**config.mk**
```make
export PLATFORM = sky130hd
export DESIGN_NAME = cnn_run_ctrl
export DESIGN_NICKNAME = d
export VERILOG_FILES = /design/src/rtl/cnn_run_ctrl.sv
export SDC_FILE = /design/constraint.sdc
export NUM_CORES = 1
export LEC_CHECK = 0
export BUFFER_PORTS_ARGS = -buffer_cell sky130_fd_sc_hd__buf_2
export CAP_MARGIN = 40
export CORE_UTILIZATION = 40
export CTS_CLUSTER_DIAMETER = 120
export DETAILED_ROUTE_END_ITERATION = 16
export GPL_ROUTABILITY_DRIVEN = 0
export PLACE_DENSITY = 0.68
export SYNTH_ARGS = -nofsm -noshare
export SYNTH_HDL_FRONTEND = slang
export SYNTH_SLANG_ARGS = --single-unit
```
**constraint.sdc**
```tcl
create_clock -name clk -period 1.8 [get_ports clk]
set_input_delay 0.09 -clock clk [delete_from_list [all_inputs] [get_ports clk]]
set_output_delay 0.09 -clock clk [all_outputs]
set_load 0.01 [all_outputs]
```
**src/rtl/cnn_run_ctrl.sv**
```systemverilog
// cnn_run_ctrl: inference sequencer that streams one ROM image into the CNN core and maps the result to ASCII
// Ports: clk/reset_n (async active-low); i_start/i_sw start a run on image i_sw;
//   o_rom_addr/i_rom_data address a ROM with 1-cycle read latency; o_pix_valid/o_pix carry the pixel burst;
//   i_core_done/i_core_class return the class; o_out_valid/o_alpha deliver the letter; o_busy, o_err report status.
// Option: define CNN_RUN_TIMEOUT_EN to abort WAIT after TIMEOUT cycles with an o_err pulse.
module cnn_run_ctrl #(
  parameter int IX        = 28,
  parameter int IY        = 28,
  parameter int I_F_BW    = 8,
  parameter int NUM_IMG   = 16,
  parameter int NUM_CLASS = 26,
  parameter int CLS_BW    = 5,
`ifdef CNN_RUN_TIMEOUT_EN
  parameter int TIMEOUT   = 4096,
`endif
  parameter int AW        = $clog2(NUM_IMG*IX*IY)
) (
  input  logic              clk,
  input  logic              reset_n,
  input  logic              i_start,
  input  logic [3:0]        i_sw,
  output logic              o_busy,
  output logic [AW-1:0]     o_rom_addr,
  input  logic [I_F_BW-1:0] i_rom_data,
  output logic              o_pix_valid,
  output logic [I_F_BW-1:0] o_pix,
  input  logic              i_core_done,
  input  logic [CLS_BW-1:0] i_core_class,
  output logic              o_out_valid,
  output logic [7:0]        o_alpha,
  output logic              o_err
);
  localparam int CW = $clog2(IX*IY);
  localparam logic [AW-1:0] PIX = AW'(IX*IY);
  localparam logic [CW-1:0] LAST = CW'(IX*IY-1);
  typedef enum logic [1:0] {IDLE, LOAD, WAIT, DONE} state_t;
  state_t state_q, state_d;
  logic [AW-1:0] addr_q, addr_d;
  logic [CW-1:0] cnt_q, cnt_d;
  logic          pv_q, err_q, err_d;
  logic [7:0]    alpha_q, alpha_d;
`ifdef CNN_RUN_TIMEOUT_EN
  localparam int TW = $clog2(TIMEOUT+1);
  logic [TW-1:0] tmo_q, tmo_d;
`endif
  always_comb begin
    state_d = state_q;
    addr_d  = addr_q;
    cnt_d   = cnt_q;
    err_d   = 1'b0;
    alpha_d = alpha_q;
`ifdef CNN_RUN_TIMEOUT_EN
    tmo_d   = tmo_q;
`endif
    unique case (state_q)
      IDLE: if (i_start) begin
        if (32'(i_sw) < NUM_IMG) begin
          state_d = LOAD;
          addr_d  = AW'(i_sw) * PIX;
          cnt_d   = '0;
        end else err_d = 1'b1;
      end
      LOAD: begin
        // Hold the address after the last pixel so base+cnt never steps past the image.
        addr_d  = (cnt_q == LAST) ? addr_q : addr_q + 1'b1;
        cnt_d   = (cnt_q == LAST) ? cnt_q : cnt_q + 1'b1;
        state_d = (cnt_q == LAST) ? WAIT : LOAD;
`ifdef CNN_RUN_TIMEOUT_EN
        tmo_d   = '0;
`endif
      end
      WAIT: if (i_core_done) begin
        state_d = DONE;
        alpha_d = (32'(i_core_class) < NUM_CLASS) ? 8'h61 + 8'(i_core_class) : 8'h3F;
      end
`ifdef CNN_RUN_TIMEOUT_EN
      else if (tmo_q == TW'(TIMEOUT-1)) begin
        state_d = IDLE;
        err_d   = 1'b1;
      end else tmo_d = tmo_q + 1'b1;
`endif
      DONE: state_d = IDLE;
      default: state_d = IDLE;
    endcase
  end
  always_ff @(posedge clk or negedge reset_n) begin
    if (!reset_n) begin
      state_q <= IDLE;
      addr_q  <= '0;
      cnt_q   <= '0;
      pv_q    <= 1'b0;
      err_q   <= 1'b0;
      alpha_q <= '0;
`ifdef CNN_RUN_TIMEOUT_EN
      tmo_q   <= '0;
`endif
    end else begin
      state_q <= state_d;
      addr_q  <= addr_d;
      cnt_q   <= cnt_d;
      pv_q    <= (state_q == LOAD);
      err_q   <= err_d;
      alpha_q <= alpha_d;
`ifdef CNN_RUN_TIMEOUT_EN
      tmo_q   <= tmo_d;
`endif
    end
  end
  // The ROM output register supplies the data; gating keeps o_pix at zero outside a burst and in reset.
  assign o_pix       = pv_q ? i_rom_data : '0;
  assign o_pix_valid = pv_q;
  assign o_rom_addr  = addr_q;
  assign o_busy      = (state_q == LOAD) || (state_q == WAIT);
  assign o_out_valid = (state_q == DONE);
  assign o_alpha     = alpha_q;
  assign o_err       = err_q;
endmodule

```
==> metrics.txt <==
status finished, final reports clean; initial antenna violation count 0; hold violation count in the final report 0; DRT iter0 DRCs 136; drt first pass iters 5; Avg Vias per Cell 5.35; CP bufs+invs 1; Final ANT Viol Nets 0; Syn Std Cell Area 2180 um2; final wirelength 5.06 mm; fmax 575 MHz; Clock Pin Slew Worst Setup and Hold Paths 0.07 ns; most frequent cells in the layout buf_2, dfrtp_1, nand2_1; Peak VDD IR 333 uV; Die Height 75.9 um; final setup violating endpoints 0; DIE AREA 5750 um2; grt total ovfl 0; CP cell instances inv_2 -> ha_2 -> mux2i_1 -> a31oi_2 -> and4_1 -> a211oi_1; Pwr Density 546 nW/um2; core footprint 5170 um2; number of antenna diodes 0; Yosys Warn Count 0; Post-synth EDFFs 0; CTS H-Tree Depth 2; Crit Path Category flip-flop to flip-flop; worst skew pair latency 0.28 ns; DP HPWL 3.84 mm; Max FO, Critical Path 6; slowest cell delay on critical path 0.44 ns; cell area after layout 2760 um2; post-layout net count 342; first-pass GRT wire length 7.91 mm; maxcap violations 0; minimum clock period 1.74 ns; RSZ-0062 raised after global routing yes; CTS root buf clkbuf_8; DR vias 2010; WL/cell 13.4 um; crit path DAT 1.92 ns; Slew headroom 0.497; num ports 55; Critical Path Source Type flip-flop; area delta synth->final 26.6%; Critical Path Sink Type flip-flop; largest net degree at the start of global routing 36; worst slew pin tran 0.755 ns; cells after synthesis 235; Req. time, crit path 1.98 ns; gr usage total 0.182; syn avg cell area 9.29 um2; Async S/R FF share, synth 1.00; Final Util 0.534; Post-CTS Setup Bufs 0; leading cell type in the layout, fill and taps excluded buf_2; CTS Sinks 35; fin. max-slew vios 0; share of cells above drive strength 1 0.301; dominant synthesized flop cell dfrtp_1; Clock Path Buffers 2; CP delay by family, top flip-flops; TritonCTS Buffers 5; PortBufs 53; Mapped Nets 272; Final period util 0.966; sequential area share after synthesis 0.401; starting density of the core 0.422; number of global-route vias before repair 1755; crit path max-delay cell type dfrtp_2; CTS tree built; area post-placement 2630 um2; library cells used by synthesis 46; power consumption 1.51 mW; row count 26; Worst Skew 0.00215 ns; Hold Crit Class input port to flip-flop; Leak 1.33 nW; Die X 75.9 um; DRC 0; post-synthesis register bit count 35
[sequential cells by signal, summed over array words and instances, names as in the netlist, named ones only]
register,count
state_q,1
o_alpha,8
o_rom_addr,14
cnt_q,10
o_pix_valid,1
[metal layers]
| layer | vias up | part of all wire | GRT usage | wire [um] |
|---|---|---|---|---|
| met3 | 4 | 0.044 | 0.0384 | 222 |
| met4 | 0 | 0.0095 | 0.0535 | 48 |
| met5 | - | 0 | 0 | 0 |
| li1 | 1001 | - | - | - |
| met2 | 55 | 0.47 | 0.288 | 2360 |
| met1 | 950 | 0.48 | 0.251 | 2430 |
[logic make-up after synthesis]
kind of cell    synth area share
buf+inv                   0.0344
flops                      0.401
mux                       0.0281
fa+ha+maj                 0.0917
simple gates               0.280
compound gates             0.150
xor+xnor                  0.0120
other cells              0.00172
[final cells by class]
class	instances	area, um2
fillers	491	2410
well taps	70	87.6
clock buffers	8	100
inverters	6	22.5
multi-input cells	184	1260
repair buffers	73	418
flip-flops and latches	35	877
[path summary, 6_finish.rpt]
kind / cells past startpoint / slack (ns) / from / endpoint
min in group asynchronous: 2 / 0.41 / reset_n / o_rom_addr[7]$_DFFE_PN0P_
max in group asynchronous: 2 / 0.86 / reset_n / state_q[0]$_DFFE_PN0P_
hold reg to reg: 1 / 0.46 / o_alpha[5]$_DFFE_PN0P_ / o_alpha[5]$_DFFE_PN0P_
setup reg to reg: 6 / 0.06 / state_q[0]$_DFFE_PN0P_ / o_rom_addr[12]$_DFFE_PN0P_
setup / recovery: 6 / 0.06 / state_q[0]$_DFFE_PN0P_ / o_rom_addr[12]$_DFFE_PN0P_
hold / removal: 2 / 0.01 / i_core_class[0] / o_alpha[0]$_DFFE_PN0P_
[Yosys cell counts, types with 4 or more instances]
master,instances,share of area
and4_1,5,0.020
a32oi_1,4,0.016
nand4_1,4,0.011
o211ai_1,4,0.014
nor2_1,11,0.019
a31oi_1,8,0.023
nand2_1,32,0.055
mux2i_1,5,0.023
and3_1,7,0.020
or4_1,4,0.014
inv_1,6,0.010
dfrtp_1,35,0.40
o21ai_0,13,0.030
and2_1,13,0.037
nand3_1,19,0.044
clkbuf_1,5,0.0086
ha_1,16,0.092
[repair_timing]
| action | 4_1_cts | 5_1_grt |
|---|---|---|
| endpoints found under the hold margin | 35 | 0 |
| hold buffers | 1 | 0 |
| endpoints found under the setup margin | 0 | 20 |
| resized for setup | 0 | 6 |
[report_power, final]
| group | switching (mW) | internal [mW] |
|---|---|---|
| Combinational | 0.0587 | 0.0475 |
| Sequential | 0 | 0.786 |
| Clock | 0.267 | 0.349 |
[worst register-to-register path, stage by stage (launching register included)]
cell and delay [ns]:
dfrtp_2 0.44, inv_2 0.08, ha_2 0.19, mux2i_1 0.33
a31oi_2 0.13, and4_1 0.25, a211oi_1 0.23
[per-stage QoR]
step | setup slack (ns) | hold WS (ns) | instances | setup TNS, ns
final | 0.0611 | 0.0125 | 376 | 0
after global routing | -0.0367 | 0.0173 | 376 | -0.129
after CTS | 0.0270 | 0.0103 | 376 | 0
after detailed placement | 0.0331 | 0.205 | 367 | 0
after global placement | 0.0613 | 0.213 | 367 | 0
after floorplan | 0.0116 | -0.206 | 235 | 0
(Power assumes the default switching activity.)
